$ cat src/rtl/leaf_fetch_pkg.sv
// Shared types for the leaf fetch arbiter: FSM states, lane ids and the
// default-width lane FIFO entry layout.
package leaf_fetch_pkg;

    typedef enum logic [1:0] {
        IDLE  = 2'd0,
        FETCH = 2'd1,
        HOLD  = 2'd2
    } fetch_state_t;

    localparam logic LANE0 = 1'b0;
    localparam logic LANE1 = 1'b1;

    localparam int DEF_ADDRESS_WIDTH = 8;
    localparam int DEF_QID_WIDTH     = 12;

    // The top re-declares this layout with its own parameter widths.
    typedef struct packed {
        logic [DEF_QID_WIDTH-1:0]     qid;
        logic [DEF_ADDRESS_WIDTH-1:0] leaf_index;
    } leaf_entry_t;

endpackage

$ cat src/rtl/leaf_idx_fifo.sv
// Synchronous first-word-fall-through FIFO with sticky drop flag and clear.
// Push while full is accepted only if a pop happens in the same cycle.
module leaf_idx_fifo #(
    parameter int WIDTH = 20,
    parameter int DEPTH = 8
) (
    input  logic             clk,
    input  logic             rst_n,
    input  logic             clear,
    input  logic             push,
    input  logic             pop,
    input  logic [WIDTH-1:0] din,
    output logic [WIDTH-1:0] dout,
    output logic             full,
    output logic             empty,
    output logic             overflow
);
    localparam int AW = $clog2(DEPTH);

    logic [WIDTH-1:0] mem [DEPTH];
    logic [AW:0]      wr_ptr;
    logic [AW:0]      rd_ptr;
    logic             do_push;
    logic             do_pop;

    assign empty   = (wr_ptr == rd_ptr);
    assign full    = (wr_ptr[AW] != rd_ptr[AW]) && (wr_ptr[AW-1:0] == rd_ptr[AW-1:0]);
    assign do_pop  = pop && !empty;
    assign do_push = push && (!full || do_pop);
    assign dout    = mem[rd_ptr[AW-1:0]];

    always_ff @(posedge clk or negedge rst_n) begin
        if (!rst_n) begin
            wr_ptr   <= '0;
            rd_ptr   <= '0;
            overflow <= 1'b0;
        end else if (clear) begin
            wr_ptr   <= '0;
            rd_ptr   <= '0;
            overflow <= 1'b0;
        end else begin
            if (do_push)
                wr_ptr <= wr_ptr + (AW+1)'(1);
            if (do_pop)
                rd_ptr <= rd_ptr + (AW+1)'(1);
            if (push && !do_push)
                overflow <= 1'b1;
        end
    end

    always_ff @(posedge clk) begin
        if (do_push && !clear)
            mem[wr_ptr[AW-1:0]] <= din;
    end

endmodule

$ cat src/rtl/leaf_fetch_arbiter.sv
// Buffers two leaf-index lanes and round-robins them onto one leaf memory port.
// Enable-to-out_valid is 3 cycles; a record holds in HOLD until out_ready, upstream never stalls.
module leaf_fetch_arbiter
    import leaf_fetch_pkg::*;
#(
    parameter int ADDRESS_WIDTH   = 8,
    parameter int LEAF_DATA_WIDTH = 64,
    parameter int QID_WIDTH       = 12,
    parameter int FIFO_DEPTH      = 8
) (
    input  logic                       clk,
    input  logic                       rst_n,
    input  logic                       clear,
    input  logic                       receiver_en,
    input  logic [ADDRESS_WIDTH-1:0]   leaf_index,
    input  logic                       receiver_two_en,
    input  logic [ADDRESS_WIDTH-1:0]   leaf_index_two,
    output logic                       leaf_ren,
    output logic [ADDRESS_WIDTH-1:0]   leaf_addr,
    input  logic [LEAF_DATA_WIDTH-1:0] leaf_rdata,
    output logic                       out_valid,
    input  logic                       out_ready,
    output logic                       out_lane,
    output logic [QID_WIDTH-1:0]       out_qid,
    output logic [ADDRESS_WIDTH-1:0]   out_leaf_index,
    output logic [LEAF_DATA_WIDTH-1:0] out_leaf_data,
    output logic [1:0]                 overflow,
    output logic                       busy
);
    typedef struct packed {
        logic [QID_WIDTH-1:0]     qid;
        logic [ADDRESS_WIDTH-1:0] leaf_index;
    } entry_t;

    localparam int EW = $bits(entry_t);

    fetch_state_t             state;
    fetch_state_t             state_nxt;
    logic [QID_WIDTH-1:0]     qid_cnt [2];
    entry_t                   fifo_din [2];
    entry_t                   fifo_dout [2];
    logic [1:0]               lane_en;
    logic [1:0]               fifo_push;
    logic [1:0]               fifo_pop;
    logic [1:0]               fifo_full;
    logic [1:0]               fifo_empty;
    logic                     any_pending;
    logic                     grant_lane;
    logic                     rr_ptr;
    logic                     issue;
    logic [ADDRESS_WIDTH-1:0] addr_q;

    assign lane_en     = {receiver_two_en, receiver_en};
    assign fifo_din[0] = entry_t'{qid: qid_cnt[0], leaf_index: leaf_index};
    assign fifo_din[1] = entry_t'{qid: qid_cnt[1], leaf_index: leaf_index_two};
    assign fifo_push   = lane_en & {2{!clear}};

    for (genvar g = 0; g < 2; g++) begin : g_lane
        leaf_idx_fifo #(
            .WIDTH (EW),
            .DEPTH (FIFO_DEPTH)
        ) u_fifo (
            .clk      (clk),
            .rst_n    (rst_n),
            .clear    (clear),
            .push     (fifo_push[g]),
            .pop      (fifo_pop[g]),
            .din      (fifo_din[g]),
            .dout     (fifo_dout[g]),
            .full     (fifo_full[g]),
            .empty    (fifo_empty[g]),
            .overflow (overflow[g])
        );
    end

    assign any_pending = !(&fifo_empty);
    // The round-robin pointer only matters when both lanes are waiting.
    assign grant_lane  = (fifo_empty == 2'b00) ? rr_ptr :
                         (fifo_empty[0] ? LANE1 : LANE0);

    always_comb begin
        state_nxt = state;
        issue     = 1'b0;
        case (state)
            IDLE: begin
                if (any_pending) begin
                    issue     = 1'b1;
                    state_nxt = FETCH;
                end
            end
            FETCH: state_nxt = HOLD;
            HOLD: begin
                if (out_ready) begin
                    issue     = any_pending;
                    state_nxt = any_pending ? FETCH : IDLE;
                end
            end
            default: state_nxt = IDLE;
        endcase
        if (clear)
            issue = 1'b0;
    end

    assign fifo_pop[0] = issue && (grant_lane == LANE0);
    assign fifo_pop[1] = issue && (grant_lane == LANE1);
    assign leaf_ren    = issue;
    assign leaf_addr   = issue ? fifo_dout[grant_lane].leaf_index : addr_q;
    assign busy        = any_pending || (state != IDLE);

    always_ff @(posedge clk or negedge rst_n) begin
        if (!rst_n) begin
            state          <= IDLE;
            rr_ptr         <= LANE0;
            addr_q         <= '0;
            out_valid      <= 1'b0;
            out_lane       <= 1'b0;
            out_qid        <= '0;
            out_leaf_index <= '0;
            out_leaf_data  <= '0;
        end else if (clear) begin
            state          <= IDLE;
            rr_ptr         <= LANE0;
            addr_q         <= '0;
            out_valid      <= 1'b0;
            out_lane       <= 1'b0;
            out_qid        <= '0;
            out_leaf_index <= '0;
            out_leaf_data  <= '0;
        end else begin
            state <= state_nxt;
            if (issue) begin
                addr_q         <= fifo_dout[grant_lane].leaf_index;
                rr_ptr         <= ~grant_lane;
                out_lane       <= grant_lane;
                out_qid        <= fifo_dout[grant_lane].qid;
                out_leaf_index <= fifo_dout[grant_lane].leaf_index;
            end
            if (state == FETCH) begin
                out_leaf_data <= leaf_rdata;
                out_valid     <= 1'b1;
            end else if (state == HOLD && out_ready) begin
                out_valid <= 1'b0;
            end
        end
    end

    // qid advances on every enable, dropped or not, so gaps are visible downstream.
    always_ff @(posedge clk or negedge rst_n) begin
        if (!rst_n) begin
            qid_cnt[0] <= '0;
            qid_cnt[1] <= '0;
        end else if (clear) begin
            qid_cnt[0] <= '0;
            qid_cnt[1] <= '0;
        end else begin
            for (int l = 0; l < 2; l++)
                if (lane_en[l])
                    qid_cnt[l] <= qid_cnt[l] + QID_WIDTH'(1);
        end
    end

endmodule

$ cat config.mk
export PLATFORM = sky130hd
export DESIGN_NAME = leaf_fetch_arbiter
export DESIGN_NICKNAME = d
export VERILOG_FILES = /design/src/rtl/leaf_fetch_pkg.sv /design/src/rtl/leaf_idx_fifo.sv /design/src/rtl/leaf_fetch_arbiter.sv
export SDC_FILE = /design/constraint.sdc
export NUM_CORES = 1
export LEC_CHECK = 0
export CAP_MARGIN = 0
export CORE_MARGIN = 2
export CORE_UTILIZATION = 50
export DETAILED_ROUTE_END_ITERATION = 16
export PLACE_DENSITY = 0.72
export SYNTH_ARGS = -nofsm -noshare
export SYNTH_HDL_FRONTEND = slang
export SYNTH_SLANG_ARGS = --single-unit
$ cat constraint.sdc
create_clock -name clk -period 4.7 [get_ports clk]
set_clock_uncertainty 0.05 [all_clocks]
set_input_delay 0.94 -clock clk [delete_from_list [all_inputs] [get_ports clk]]
set_output_delay 0.94 -clock clk [all_outputs]
set_load 0.005 [all_outputs]
==> results.md <==
- Iter 0 DRT Violations: 752
- Clk sink count: 459
- Avg Cell Area, Syn: 17.8 um^2
- Largest fanout on the critical path: 22
- RR Startpoint: g_lane[1].u_fifo.rd_ptr[1]$_DFFE_PN0P_
- Worst vdd ir: 0.309 mV
- CORE AREA: 35,500 um^2
- Netlist Area Pre-Place: 17,900 um^2
- CTS tree: yes
- Num CTS Buffers: 44
- Std cell rows: 69
- Crit end category: primary output
- Post-DRT Antenna Nets: 0
- Nets: between 1,000 and 1,500
- Slew Limit Fails: 0
- ANT cells: 0
- Fin Hold WS: 334 ps
- Antenna violations before repair: 0
- Crit-path max cell delay: 610 ps
- Power Total: 10.6 mW
- Part of the cycle the worst path needs: between 90% and 100%
- Routability-driven placement congestion ratio: just over 0.8
- Dpl ws: between 800 and 900 ps
- First-pass GRT wire length: a little over 60,000 um
- Clk pin slew, worst setup/hold paths: 60 ps
- Grt total ovfl: 0
- Data required, critical path: 3710 ps
- Final setup vio count: 0
- Clock Path Buffers: 3
- Initial Util: about half
- Max-cap violation count: 0
- Largest net degree at the start of global routing: 73
- Post-CTS Hold Buffers: 0
- Post-CTS Resized: 0
- RSZ-0062 raised after global routing: false
- Final HPWL DP: 24,800 um
- Pre-antenna DRT Iters: 5
- Register area share after synthesis: 73.0%
- Clock root cell: clkbuf_16
- CP max-delay cell: dfrtp_2
- Worst-margin pin slew: between 800 and 900 ps
- Most used flip-flop cell after synthesis: edfxtp_1
- Ys Warns: 0
- Post-synth EDFFs: 320
- CP arrival: between 3000 and 4000 ps
- Placed insts: 1,627
- DR DRC count: 0
- Worst-Skew Late Latency: approximately 540 ps
- Syn Nets: 1,098
- Status: complete, no violations
- PortBufs: 183
- I/O pins: 184
- Slew margin rel.: approximately two fifths
- Yosys reg bits: between 400 and 500
- Via Count: 9,900
- Postcts setup bufs: 0
- Type of the worst setup path: reg2out
- CP Launch Type: flop
- Layout cell share with drive strength beyond 1: 17.8%
- Yosys cell types: 47
- H-Tree Depth: 2
- Top cell by count, worst path: nor2_1
- Vias in the first global route: 10,100
- Synth Instances: 1,006
- Post-route minimum period: 4240 ps
- Post-route setup slack: 459 ps
- F_max: 0.236 GHz
- Die height: 193 um
- Non-Filler Instances: approximately 1,700
- Die footprint: roughly 37,000 um^2
- Vias per cell: 5.80
- WL final: about 39,000 um
- Worst R2R Path Depth: 8
- Pwr dens: 486 nW/um^2
- Post-synth ARST share: 30.3%
- Die X: 193 um
- Leak: ~8 nW
- Fin. Hold Viols: 0
- Critical-path cell list: xnor2_1 -> and4_1 -> a21o_1 -> inv_2 -> nor2_1 -> nor2_1 -> clkdlybuf4s50_1
- Hold/Removal Path Class: in2async
- Critical path origin: g_lane[0].u_fifo.rd_ptr[1]$_DFFE_PN0P_
- Total Routing Usage GR: 21.1%
- Area Overhead vs Synth: 22.0%
- Setup TNS: 0 ps
- WL/cell: 22.8 um
cell usage after synthesis, types with 19 or more instances:
cell type    n  area [um^2]
nor2_1      64          240
nand3_1     22          110
a21oi_1     20          100
mux4_2      80         1800
nand2_1     21         78.8
clkbuf_1    30          113
mux2i_1     45          450
dfrtp_1    139         3480
buf_2       19         95.1
edfxtp_1   320         9610
a22o_1      64          561
cells by family after synthesis:
logic type	Yosys count	synth area share [%]
xor+xnor	32	1.65
mux	126	12.6
compound gates	148	6.25
buf+inv	73	1.77
simple gates	162	4.31
flops	459	73.0
fa+ha+maj	6	0.419
placed cells by master, fill, tap and decap left out, types with 5 or more instances in the layout:
master | netlist | routed
a21o_1 | 13 | 13
a21oi_1 | 20 | 19
a22o_1 | 64 | 64
a32o_1 | 8 | 8
and3_1 | 6 | 6
buf_4 | 3 | 37
clkbuf_1 | 30 | 5
clkbuf_16 | 0 | 45
clkdlybuf4s50_1 | 0 | 181
clkinv_1 | 0 | 6
clkinv_2 | 0 | 7
clkinvlp_4 | 0 | 8
dfrtp_1 | 139 | 135
edfxtp_1 | 320 | 320
ha_1 | 6 | 6
inv_1 | 11 | 11
mux2i_1 | 45 | 45
mux4_2 | 80 | 80
nand2_1 | 21 | 21
nand3_1 | 22 | 22
nand4_1 | 11 | 11
nor2_1 | 64 | 52
nor2_2 | 0 | 10
nor3_1 | 13 | 9
o21ai_0 | 18 | 18
o22ai_1 | 12 | 12
or3_1 | 10 | 10
xnor2_1 | 12 | 12
xor2_1 | 18 | 18
where the power goes:
group / switching (mW) / total (mW) / internal, mW
Combinational: 1.06 / 2.27 / 1.21
Clock: 1.49 / 3.48 / 1.99
Sequential: 0.258 / 4.87 / 4.61
final cells by class:
cell class	count	area, um^2
Multi-Input combinational cell	474	4600
Clock buffer	50	1140
Tap cell	461	577
Clock inverter	30	282
Timing Repair Buffer	221	2130
Inverter	12	45.0
Fill cell	2501	13600
Sequential cell	459	13100
worst max-delay path, delay by kind of cell (launching register included):
kind,cells,cell delay [ps]
flops,1,610
xor+xnor,1,380
simple gates,3,670
compound gates,1,380
buf+inv,2,670
flip-flops by register name, summed over array words and instances (netlist names):
| register | cells |
|---|---|
| addr_q | 8 |
| fifo_din | 24 |
| g_lane.u_fifo.mem | 320 |
| g_lane.u_fifo.overflow | 2 |
| g_lane.u_fifo.rd_ptr | 8 |
| g_lane.u_fifo.wr_ptr | 8 |
| out_lane | 1 |
| out_leaf_data | 64 |
| out_leaf_index | 8 |
| out_qid | 12 |
| out_valid | 1 |
| rr_ptr | 1 |
| state | 2 |
stage by stage:
step / util (%) / area [um^2]
after CTS: 61.6 / 21900
after detailed placement: 57.6 / 20400
after floorplan: - / 17900
after global routing: 61.6 / 21900
after global placement: 57.6 / 20400
final: 61.6 / 21900
worst paths after layout:
kind                                                                to  slack (ps)
worst min-delay path                     out_leaf_data[23]$_DFFE_PN0P_         330
worst min register to register                  out_qid[3]$_DFFE_PN0P_         430
max in group asynchronous       g_lane[0].u_fifo.rd_ptr[1]$_DFFE_PN0P_        3380
worst max register to register    g_lane[0].u_fifo.mem[7][7]$_DFFE_PP_        1260
worst max-delay path                                      leaf_addr[3]         460
min in group clk                                out_qid[3]$_DFFE_PN0P_         430
per-layer routing:
layer	routed length, um	part of all wire (%)	global-route usage [%]
met1	16700	43	29.9
met2	19300	50	33.5
met3	1780	4.6	3.09
met4	1230	3.1	7.80
met5	0	0	0
(Power assumes the default switching activity.)
